--- config.mk ---
export PLATFORM = sky130hd
export DESIGN_NAME = mem_ctrl
export DESIGN_NICKNAME = d
export VERILOG_FILES = /design/src/rtl/mem_ctrl_pkg.sv /design/src/rtl/mem_timeout_cnt.sv /design/src/rtl/mem_ctrl.sv
export SDC_FILE = /design/constraint.sdc
export NUM_CORES = 1
export LEC_CHECK = 0
export CORE_MARGIN = 2
export CORE_UTILIZATION = 30
export DETAILED_ROUTE_END_ITERATION = 8
export PLACE_DENSITY = 0.6
export SLEW_MARGIN = 20
export SYNTH_ARGS = -nofsm -noshare
export SYNTH_HDL_FRONTEND = slang
export SYNTH_SLANG_ARGS = --single-unit
--- constraint.sdc ---
create_clock -name clk -period 2.14 [get_ports clk]
set_input_delay 0.321 -clock clk [delete_from_list [all_inputs] [get_ports clk]]
set_output_delay 0.321 -clock clk [all_outputs]
set_load 0.01 [all_outputs]
--- src/rtl/mem_ctrl_pkg.sv ---
// mem_ctrl_pkg
// Shared definitions for the load/store memory controller: FSM state
// encoding, access direction codes, write-back constants and small helpers.
// Ports: none (package).
package mem_ctrl_pkg;

  typedef enum logic [1:0] {
    IDLE   = 2'd0,
    REQ    = 2'd1,
    WAIT_R = 2'd2
  } mem_state_t;

  localparam logic        MEM_READ  = 1'b0;
  localparam logic        MEM_WRITE = 1'b1;

  localparam logic [4:0]  REG_X0    = 5'd0;
  localparam logic [31:0] DATA_ZERO = 32'd0;

  localparam logic        ENABLE    = 1'b1;
  localparam logic        DISABLE   = 1'b0;

  localparam int unsigned CNT_W     = 8;

  // Only the two low address bits decide word alignment.
  function automatic logic is_word_aligned(input logic [1:0] addr_lsb);
    return (addr_lsb == 2'b00);
  endfunction

endpackage

--- src/rtl/mem_timeout_cnt.sv ---
// mem_timeout_cnt
// 8-bit wait counter used by mem_ctrl to bound the time spent waiting on the
// bus. It counts enabled cycles since the last clear and flags when the
// count has reached TIMEOUT.
// Ports:
//   clk, rst_n  clock, asynchronous active-low reset
//   clear       restart the count at zero (wins over enable)
//   enable      count this cycle
//   expired     count has reached TIMEOUT
module mem_timeout_cnt
  import mem_ctrl_pkg::*;
#(
  parameter int unsigned TIMEOUT = 255
) (
  input  logic clk,
  input  logic rst_n,
  input  logic clear,
  input  logic enable,
  output logic expired
);

  localparam logic [CNT_W-1:0] LIMIT = CNT_W'(TIMEOUT);

  logic [CNT_W-1:0] count;

  // Counting stops once the limit is hit so the flag cannot wrap away.
  always_ff @(posedge clk or negedge rst_n) begin
    if (!rst_n) begin
      count <= '0;
    end else if (clear) begin
      count <= '0;
    end else if (enable && !expired) begin
      count <= count + CNT_W'(1);
    end
  end

  assign expired = (count == LIMIT);

endmodule

--- src/rtl/mem_ctrl.sv ---
// mem_ctrl
// Memory stage controller: forwards ALU results to write-back, and turns
// load/store requests from execute into a single request/grant/response bus
// transaction, stalling the pipeline while the bus is busy. Misaligned
// accesses are dropped with a pulse; bus waits are bounded by TIMEOUT.
// Ports:
//   clk, rst_n                 clock, asynchronous active-low reset
//   mem_ena_i/rw/addr/data     access request from execute
//   gprs_waddr_i/gprs_wdata_i  ALU/jump result and destination register
//   bus_req_o/we/addr/wdata    bus request side
//   bus_gnt_i                  request accepted this cycle
//   bus_rvalid_i/bus_rdata_i   read response
//   stall_o                    hold upstream pipeline registers
//   gprs_waddr_o/gprs_wdata_o  registered write-back
//   misalign_o, bus_err_o      one-cycle error pulses
module mem_ctrl
  import mem_ctrl_pkg::*;
#(
  parameter int unsigned TIMEOUT = 255
) (
  input  logic        clk,
  input  logic        rst_n,
  input  logic        mem_ena_i,
  input  logic        mem_rw_i,
  input  logic [31:0] mem_addr_i,
  input  logic [31:0] mem_data_i,
  input  logic [4:0]  gprs_waddr_i,
  input  logic [31:0] gprs_wdata_i,
  output logic        bus_req_o,
  output logic        bus_we_o,
  output logic [31:0] bus_addr_o,
  output logic [31:0] bus_wdata_o,
  input  logic        bus_gnt_i,
  input  logic        bus_rvalid_i,
  input  logic [31:0] bus_rdata_i,
  output logic        stall_o,
  output logic [4:0]  gprs_waddr_o,
  output logic [31:0] gprs_wdata_o,
  output logic        misalign_o,
  output logic        bus_err_o
);

  mem_state_t  state;
  logic        rw_q;
  logic [31:0] addr_q;
  logic [31:0] data_q;
  logic [4:0]  waddr_q;

  logic aligned;
  logic is_write;
  logic expired;
  logic stall_c;
  logic cnt_clear;
  logic cnt_enable;

  assign aligned  = is_word_aligned(mem_addr_i[1:0]);
  assign is_write = (rw_q == MEM_WRITE);

  // A response in the same cycle as expiry wins: the transfer completes.
  always_comb begin
    stall_c = DISABLE;
    unique case (state)
      IDLE:    stall_c = mem_ena_i && aligned;
      REQ:     stall_c = bus_gnt_i ? !is_write : !expired;
      WAIT_R:  stall_c = !bus_rvalid_i && !expired;
      default: stall_c = DISABLE;
    endcase
  end

  // Stall is combinational, so it is also masked while reset is asserted.
  assign stall_o = stall_c && rst_n;

  // Held at zero through IDLE, so the count starts fresh on entering REQ;
  // the grant restarts it for the read-response wait.
  assign cnt_clear  = (state == IDLE) || ((state == REQ) && bus_gnt_i);
  assign cnt_enable = stall_c && (state != IDLE);

  mem_timeout_cnt #(
    .TIMEOUT(TIMEOUT)
  ) u_timeout_cnt (
    .clk    (clk),
    .rst_n  (rst_n),
    .clear  (cnt_clear),
    .enable (cnt_enable),
    .expired(expired)
  );

  assign bus_req_o   = (state == REQ);
  assign bus_we_o    = rw_q;
  assign bus_addr_o  = addr_q;
  assign bus_wdata_o = data_q;

  // Write-back defaults to x0 every cycle; only a plain ALU cycle in IDLE or
  // a returning load writes a real register.
  always_ff @(posedge clk or negedge rst_n) begin
    if (!rst_n) begin
      state        <= IDLE;
      rw_q         <= MEM_READ;
      addr_q       <= DATA_ZERO;
      data_q       <= DATA_ZERO;
      waddr_q      <= REG_X0;
      gprs_waddr_o <= REG_X0;
      gprs_wdata_o <= DATA_ZERO;
      misalign_o   <= DISABLE;
      bus_err_o    <= DISABLE;
    end else begin
      gprs_waddr_o <= REG_X0;
      gprs_wdata_o <= DATA_ZERO;
      misalign_o   <= DISABLE;
      bus_err_o    <= DISABLE;
      unique case (state)
        IDLE: begin
          if (!mem_ena_i) begin
            gprs_waddr_o <= gprs_waddr_i;
            gprs_wdata_o <= gprs_wdata_i;
          end else if (aligned) begin
            rw_q    <= mem_rw_i;
            addr_q  <= {mem_addr_i[31:2], 2'b00};
            data_q  <= mem_data_i;
            waddr_q <= gprs_waddr_i;
            state   <= REQ;
          end else begin
            misalign_o <= ENABLE;
          end
        end
        REQ: begin
          if (bus_gnt_i) begin
            state <= is_write ? IDLE : WAIT_R;
          end else if (expired) begin
            bus_err_o <= ENABLE;
            state     <= IDLE;
          end
        end
        WAIT_R: begin
          if (bus_rvalid_i) begin
            gprs_waddr_o <= waddr_q;
            gprs_wdata_o <= bus_rdata_i;
            state        <= IDLE;
          end else if (expired) begin
            bus_err_o <= ENABLE;
            state     <= IDLE;
          end
        end
        default: state <= IDLE;
      endcase
    end
  end

endmodule

==> summary.txt <==
Power and ir drop
  – Peak VDD IR: 473 µV
  – Power per Cell Area: 1370 mW/mm²
  – Leakage power: 3.33 nW
  – Total power of the final layout: 0.0109 W

Clock tree
  – Clock latency reported for the late side of the worst-skew pair: 0.40 ns
  – Worst-case clock buffer depth: 2
  – Count of hold-fix buffers inserted at cts: 0
  – H-tree Lvls: 4
  – TritonCTS clock tree: done
  – Worst-path clk slew: 0.05 ns
  – Root buffer selected by CTS: sky130_fd_sc_hd__clkbuf_16
  – TritonCTS Buffers: 17
  – Sinks on the clock net: 117

Route
  – Vias after detailed routing: 3528
  – Count of unresolved DRC violations after routing: 0
  – 1st-pass router iterations: 4
  – WL/cell: 16.1 µm
  – Per-cell via count in the routed design: 4.59
  – Number of nets with antenna violations after detailed routing: 0
  – DRC violation total after the first TritonRoute iteration: 89
  – Total Routed Length: 12.4 mm

Floorplanning
  – Die X-Extent: 127 µm
  – IO Pins: 245
  – Row count: 45
  – Die height: 127 µm
  – Die area: 0.0162 mm²
  – Starting Density: 30.3%
  – Area of the core: 0.0150 mm²

Timing
  – Maximum clock frequency: 489 MHz
  – Final Hold Vio Count: 0
  – Final setup skew: 0.00487 ns
  – Fin Hold WS: 0.0362 ns
  – Worst-margin pin slew: 0.869 ns
  – Number of setup violations in the final report: 0
  – Number of pins exceeding their max-slew limit in the final report: 0
  – Worst max-slew margin expressed relative to the limit: 42.1%
  – Minimum clock period after layout: 2.04 ns
  – Final critical-path share of the clock period: 95.5%

Global routing
  – Maximum number of pins on one net before global-route repair: 69
  – Total Routing Usage GR: 15.2%
  – Number of global-route vias before repair: 3653
  – Wire length of the first global-routing pass: 18.8 mm
  – Global route total overflow: 0
  – Initial antenna violation count: 0

Yosys
  – Share of Yosys cell area claimed by the top area cell type: 64.4%
  – Average size of a mapped cell: 14.8 µm²
  – Most used DFF post-synth: sky130_fd_sc_hd__dfrtp_1
  – Cell type with the highest aggregate area in the netlist: sky130_fd_sc_hd__dfrtp_1
  – Unique masters post-synth: 33
  – Number of enable-type register cells in the synthesized netlist: 0
  – Proportion of synthesized flip-flops having asynchronous set or reset: 100%
  – Netlist Area Pre-Place: 0.00455 mm²
  – Synthesized netlist cell count: 308
  – Number of warnings reported in the yosys synthesis log: 0
  – FF+latch count, synth: 117
  – Top area cells in the synthesized netlist: sky130_fd_sc_hd__dfrtp_1, sky130_fd_sc_hd__mux2_2, sky130_fd_sc_hd__a22o_1, sky130_fd_sc_hd__ha_1, sky130_fd_sc_hd__buf_2
  – Share of synthesized area occupied by flip-flops and latches: 64.4%

Critical path
  – Required time of the critical path: 1.82 ns
  – Slowest cell on crit path: sky130_fd_sc_hd__dfrtp_2
  – Delay of the slowest critical-path stage: 0.42 ns
  – Depth of the most critical reg-to-reg path: 7
  – Kind of cell with the highest combined delay on the critical path: flip-flops
  – Series of cell instances along the critical path: inv_2 -> ha_2 -> nor2b_2 -> o22ai_2 -> nand2_1 -> and3_1 -> buf_2
  – Kind of critical path: flop to output port
  – Critical Path Start Type: flop
  – Endpoint class of the critical path: output port
  – Total number of cells along the worst setup path: 7
  – Buf+Inv Stages, Crit Path: 2
  – Arrival time at the worst endpoint: 1.72 ns
  – Max Fanout on Critical Path: 3

Layout
  – Number of fillers in the final layout: 1300
  – Net total in the final layout: 711
  – Layout cells sized above 1: 22.4%
  – Layout-stage area growth over the synthesis result: 75.4%
  – Ant diodes: 0

Placement
  – Global placement routability congestion: 0.752
  – Post-detailed-placement half-perimeter wirelength: 9.10 mm
  – Number of port buffers: 242

Job
  – Number of violations of the max-capacitance limit: 0

Run status
  – Run status: finished clean

Worst hold path
  – Worst min-delay path category: primary input to async pin
==> worst paths after layout <==
kind	from	end	slack [ns]
setup / recovery	state[0]	stall_o	0.1
hold / removal	rst_n	bus_err_o	0.04
setup reg to reg	state[1]	u_timeout_cnt.count[3]	0.14
hold reg to reg	waddr_q[1]	gprs_waddr_o[1]	0.49
max in group asynchronous	rst_n	gprs_wdata_o[13]	1.43
min in group clk	waddr_q[1]	gprs_waddr_o[1]	0.49
==> routing by layer <==
layer	track usage (%)	wire length (µm)	up-vias
li1	-	-	1642
met1	16.3	4640	1700
met2	26.2	6200	174
met5	0	0	-
met4	5.62	164	0
met3	7.33	1350	12
==> final cells by class <==
type | instances | area, µm² | area share [%]
clock inverter | 13 | 229 | 2.87
tap | 188 | 235 | 2.95
timing repair buffer | 258 | 2570 | 32.2
inverter | 3 | 11.3 | 0.141
sequential | 117 | 2930 | 36.7
clock buffer | 19 | 443 | 5.55
multi-input combinational | 170 | 1560 | 19.5
==> cell families after synthesis <==
family	share of synthesized area (%)
adders and majority gates	1.38
buffers and inverters	2.28
other	0.0824
and+or+nand+nor	4.57
AOI/OAI and AO/OA	10.3
muxes	17.1
DFF	64.4
==> where the power goes <==
group | total [W] | leakage (nW) | switching, W | internal (W)
combinational | 0.00420 | 1.56 | 0.00162 | 0.00258
clock | 0.00319 | 0.315 | 0.000985 | 0.00221
sequential | 0.00352 | 1.46 | 0.000407 | 0.00311
==> cell usage after synthesis, drive strengths merged (4+ instances only) <==
| library cell | number |
|---|---|
| buf | 13 |
| o21ai | 6 |
| dfrtp | 117 |
| mux2 | 68 |
| nand2 | 9 |
| nor2 | 4 |
| a21oi | 7 |
| a22o | 38 |
| clkbuf | 6 |
| or4 | 4 |
| ha | 5 |
==> stage by stage <==
stage | util [%] | instances | instance area [µm²] | setup TNS [ns] | worst slack (ns)
finish | 53.1 | 768 | 7980 | 0 | 0.0954
global route | 53.1 | 768 | 7980 | -0.0335 | -0.0265
detailed placement | 48.3 | 734 | 7260 | -0.194 | -0.0378
floorplan | - | 309 | 4550 | 0 | 0.271
CTS | 53.0 | 768 | 7970 | 0 | 0.0542
global placement | 48.3 | 734 | 7260 | -0.0296 | -0.0296
==> cell usage in the layout, fill, tap and decap left out, drive strengths merged, types with 2 or more instances in the layout <==
cell / count
and3: 2
nand2: 9
nor2: 4
a22o: 38
clkbuf: 19
ha: 5
clkinvlp: 4
o211ai: 2
o31ai: 3
conb: 2
or3: 3
clkinv: 3
inv: 3
buf: 18
dfrtp: 117
a21oi: 7
o21ai: 6
clkdlybuf4s50: 240
nor2b: 3
mux2: 68
nand4: 2
or4: 4
bufinv: 6
==> flip-flops by register name, indices dropped and copies added (netlist names) <==
signal	count
bus_err_o	1
bus_we_o	1
gprs_wdata_o	32
misalign_o	1
gprs_waddr_o	5
state	2
waddr_q	5
bus_addr_o	30
bus_wdata_o	32
u_timeout_cnt.count	8
==> repair_timing <==
item,CTS,global route
setup endpoints to repair,1,9
pin swaps,1,2
buffers inserted,2,0
resized for setup,11,4
No activity file was read; power rests on OpenSTA's default activity.
==> variant 1 (same settings) <==
Encoding of `mem_state_t`: now one-hot (3 bits for 3 states).
--- a/src/rtl/mem_ctrl_pkg.sv
+++ b/src/rtl/mem_ctrl_pkg.sv
@@ -4,10 +4,10 @@
 // Ports: none (package).
 package mem_ctrl_pkg;
 
-  typedef enum logic [1:0] {
-    IDLE   = 2'd0,
-    REQ    = 2'd1,
-    WAIT_R = 2'd2
+  typedef enum logic [2:0] {
+    IDLE   = 3'b001,
+    REQ    = 3'b010,
+    WAIT_R = 3'b100
   } mem_state_t;
 
   localparam logic        MEM_READ  = 1'b0;
Function: no difference found for any inputs over 4 cycles, from zero or initial values and one cycle with rst_n low; so few cycles prove little.
==> variant 1 against the unedited design <==
The flow now finishes with violations (setup timing); via count increased by 18%; utilization up 0.12 points; design area up 0.60%; sequential cell count increased by 1; sequential share of layout area up 0.094 points; wire length grew 8.4%; synthesized area grew 1.0%; fmax shrank 5.9%; setup slack worse by 0.13 ns; clock skew is essentially flat; critical path type unchanged.
Power is not compared: it rests on default switching activity, and its combinational part moved more than twofold at a synthesized area within 25%.
==> variant 1: results (changes against the unedited design) <==
| Metric | Value |
|---|---|
| Clock latency on the worst-skew pair | 0.41 ns |
| Gr usage total | 0.169 (+0.0164) |
| PortBufs | 242 (unchanged) |
| Met2 Wirelength | 6.18 mm (-0.37%) |
| DR vias/cell | 4.55 (-1.0%) |
| Worst Max-Slew Pin Slew | 0.717 ns (-0.152 ns) |
| Wire per inst | 14.6 um (-9.2%) |
| First-pass GRT wire length | 21.2 mm (+13%) |
| Met1 wire length | 5.26 mm (+13%) |
| Failing checks | setup timing |
| Largest net degree at the start of global routing | 119 (+72%) |
| Number of buffers created by CTS | 17 (unchanged) |
| Drt first-iter violations | 178 (+100%) |
| Outcome | complete, but fails checks |
| Yosys Warn Count | 0 (unchanged) |
| Dominant synthesized flop cell | dfrtp_1 |
| Largest cells by area after synthesis | dfrtp_1 (64%), nand2_1 (17%), a22o_1 (7.2%) |
| Clk root buf | clkbuf_16 |
| Metal3 WL | 1.53 mm (+14%) |
| Final setup violating endpoints | 1 (+1) |
| Max IR drop VDD | 0.559 mV |
| Leakage | 0.00371 uW |
| Async SR Flop Fraction | 1.00 (unchanged) |
| Final worst slack | -0.0323 ns (-0.128 ns) |
| Dpl hpwl | 9.29 mm (+2.1%) |
| Sequential share of the synthesized area | 0.643 (-0.000766) |
| TritonRoute pass-1 iters | 5 (+1) |
| Clk pin slew, worst setup/hold paths | 0.05 ns (about the same) |
| Initial antenna violation count | 0 (unchanged) |
| Diodes inserted | 0 (unchanged) |
| Placed instance area | 0.00736 mm^2 (+1.3%) |
| Most frequent cells after synthesis | nand2_1 (214), dfrtp_1 (117), a22o_1 (38) |
| Setup Skew | 0.00468 ns (-0.000192 ns) |
| Synth unique cells | 39 (+18%) |
| Vias in the first global route | 4,236 (+16%) |
| Clock Path Buffers | 2 (unchanged) |
| Ratio of cells with drive above 1 in the final layout | 0.0947 (-0.129) |
| Highest Signal Layer | met4 |
| GP Congestion | 0.734 (-2.4%) |
| CP Max Fanout | 2 (-1) |
| Hold WC Path Type | in -> async |
| Htree depth | 4 (unchanged) |
| Final Net Count | 856 (+20%) |
| Worst Path Arrival | 1.85 ns (+0.13 ns) |
## variant 1: cell count changes after synthesis, moves of 4 or more
cell / before / now
clkbuf_1: 6 / 17
buf_2: 8 / 4
mux2_2: 68 / 1
nand2_1: 9 / 214
ha_1: 5 / 1
## variant 1: routing by layer
layer	GRT usage	vias up
li1	-	2011
met1	0.187	1918
met2	0.271	214
met3	0.0806	26
met4	0.0866	0
met5	0	-
## variant 1: final timing paths
| kind | slack (ns) | to | cells after the start | from |
|---|---|---|---|---|
| worst max register to register | 0.11 | bus_addr_o[24] | 6 | state[0] |
| worst min register to register | 0.47 | bus_wdata_o[0] | 2 | bus_wdata_o[0] |
| max in group asynchronous | 1.61 | waddr_q[4] | 2 | rst_n |
| min in group clk | 0.44 | bus_addr_o[19] | 3 | mem_addr_i[19] |
| worst min-delay path | 0.03 | u_timeout_cnt.count[1] | 2 | rst_n |
| worst max-delay path | -0.03 | stall_o | 6 | state[0] |
## variant 1: logic make-up after synthesis
family	synth area share
AND/OR/NAND/NOR	0.223
flip-flops	0.643
AO/OA/AOI/OAI	0.0980
buffers and inverters	0.0280
adder cells (fa/ha/maj)	0.00272
other	0.000816
XOR/XNOR	0.00191
multiplexers	0.00245
## variant 1: area by class of cell
cell class | instances | area [um^2]
clock buffers | 23 | 468
clock inverters | 9 | 150
fillers | 1388 | 7060
inverters | 2 | 10.0
multi-input cells | 310 | 1570
flip-flops and latches | 118 | 2950
well taps | 188 | 235
repair buffers | 267 | 2640
## variant 1: critical path, cell delays in order, from the launching register on
cell      delay [ns]
dfstp_2         0.52
or3b_4          0.37
nand2b_4        0.16
inv_4           0.07
a211oi_4        0.05
nor2b_1         0.12
buf_2           0.15
## variant 1: report_power, final
group / internal (uW) / switching (uW) / leakage (uW)
clock: 2000 / 970 / 0.000297
combinational: 870 / 583 / 0.00190
sequential: 2540 / 153 / 0.00151
total: 5410 / 1710 / 0.00371
## variant 1: what timing repair did
item | 4_1_cts | 5_1_grt
pin swaps | 1 | 0
setup endpoints to repair | 1 | 7
gates resized for setup | 9 | 5
setup buffers | 0 | 1
cloned | 0 | 0
## variant 1: per-stage QoR
stage / worst slack (ns) / util / hold slack (ns) / setup TNS [ns] / std cells
floorplan: 0.269 / - / 0.0254 / 0 / 455
global placement: -0.351 / 0.488 / 0.456 / -8.65 / 884
detailed placement: -0.373 / 0.488 / 0.461 / -12.36 / 884
CTS: -0.0731 / 0.530 / 0.110 / -0.0731 / 916
global route: -0.112 / 0.532 / 0.122 / -0.274 / 917
finish: -0.0323 / 0.532 / 0.0285 / -0.0323 / 917
==> variant 2 (config.mk and constraints unchanged) <==
Made on the original files. Change the package constant `REG_X0` from 5'd0 to 5'd1.
--- a/src/rtl/mem_ctrl_pkg.sv
+++ b/src/rtl/mem_ctrl_pkg.sv
@@ -13,7 +13,7 @@
   localparam logic        MEM_READ  = 1'b0;
   localparam logic        MEM_WRITE = 1'b1;
 
-  localparam logic [4:0]  REG_X0    = 5'd0;
+  localparam logic [4:0]  REG_X0    = 5'd1;
   localparam logic [31:0] DATA_ZERO = 32'd0;
 
   localparam logic        ENABLE    = 1'b1;
Behaviour: not the same (a bounded check fails within 4 cycles, from zero or initial values and one cycle with rst_n low).
==> variant 2 against the unedited design <==
The run now ends with setup timing left; synthesized area increased by 0.85%; clock skew is 0.00058 ns higher; sequential share of layout area fell by 0.37 points; design area grew 1.1%; setup slack lost 0.13 ns; worst hold slack improved by 0.019 ns; wire length up 4.4%; synthesized cell count up 1.6%; sequential cell count stayed put; total power grew 0.52%; die area is 0.83% higher; critical path depth unchanged; critical path type unchanged; highest routed layer unchanged.
==> variant 2: results (changes against the unedited design) <==
| Metric | Value |
|---|---|
| Outcome | complete, but fails checks |
| Failing checks | setup timing |
| Fin Setup TNS | -0.0332 ns (-0.0332 ns) |
| Final setup violating endpoints | 1 (+1) |
| Most frequent cells after synthesis | dfrtp_1 (115), mux2_2 (68), a22o_1 (37) |
| Worst Path Arrival | 1.85 ns (+0.13 ns) |
| Ratio of cells with drive above 1 in the final layout | 0.236 (+0.0119) |
| Drt first-iter violations | 86 (-3.4%) |
| CP max-delay cell | dfrtp_1 |
| Met2 GRT Util | 0.264 (+0.00238) |
| GRT met1 Usage | 0.185 (+0.0221) |
| Fillers | 1,319 (+1.5%) |
| Final worst slack | -0.0332 ns (-0.129 ns) |
| Vias | 3,644 (+3.3%) |
| Final Net Count | 724 (+1.8%) |
| Met2 Wirelength | 6.14 mm (-1.1%) |
| Metal3 WL | 1.25 mm (-6.8%) |
| Place WS | -0.231 ns (-0.193 ns) |
| GP Congestion | 0.731 (-2.7%) |
| Met3 Track Usage GR | 0.0689 (-0.00442) |
| Worst Max-Slew Pin Slew | 0.604 ns (-0.265 ns) |
| Post-Syn Area per Cell | 14.7 um^2 (-0.76%) |
| First-pass GRT wire length | 20.0 mm (+6.4%) |
| Largest net degree at the start of global routing | 118 (+71%) |
| Placed instance area | 0.00737 mm^2 (+1.4%) |
| Final wirelength | 12.9 mm (+4.4%) |
| DR vias/cell | 4.67 (+1.6%) |
[variant 2: area by class of cell]
class                      count  area [um^2]  share of cell area
timing repair buffer         267         2640               0.328
inverter                       4         15.0             0.00186
clock inverter                 7          140              0.0174
clock buffer                  25          515              0.0639
sequential                   117         2930               0.363
multi-input combinational    173         1580               0.196
tap                          188          235              0.0292
[variant 2: cells by family after synthesis]
logic type               Yosys count  share of synthesized area
AO/OA/AOI/OAI                     64                      0.107
adder cells (fa/ha/maj)            5                     0.0136
buffers and inverters             24                     0.0243
flip-flops                       117                      0.639
multiplexers                      68                      0.167
other                              1                   0.000817
AND/OR/NAND/NOR                   34                     0.0488
[variant 2: power groups by stage]
| stage | registers, uW | clock network [uW] | logic (uW) |
|---|---|---|---|
| CTS | 3560 | 3190 | 4400 |
| global route | 3660 | 3290 | 4660 |
| floorplan | 3960 | 0 | 1350 |
| finish | 3540 | 3100 | 4330 |
| detailed placement | 3580 | 0 | 4320 |
| global placement | 3540 | 0 | 4270 |
[variant 2: final timing paths]
| path | start | endpoint | slack, ns | depth (start not counted) |
|---|---|---|---|---|
| hold reg to reg | waddr_q[3] | gprs_waddr_o[3] | 0.48 | 1 |
| setup / recovery | state[1] | stall_o | -0.03 | 7 |
| hold / removal | rst_n | bus_wdata_o[10] | 0.06 | 2 |
| setup reg to reg | state[0] | u_timeout_cnt.count[4] | 0.09 | 8 |
| min in group clk | waddr_q[3] | gprs_waddr_o[3] | 0.48 | 1 |
| max in group asynchronous | rst_n | bus_wdata_o[22] | 1.67 | 2 |
[variant 2: what timing repair did]
item	CTS	global route
endpoints found under the setup margin	2	51
pin swaps	4	0
hold buffers	0	0
setup buffers	2	0
gates resized for setup	13	3
endpoints found under the hold margin	0	0
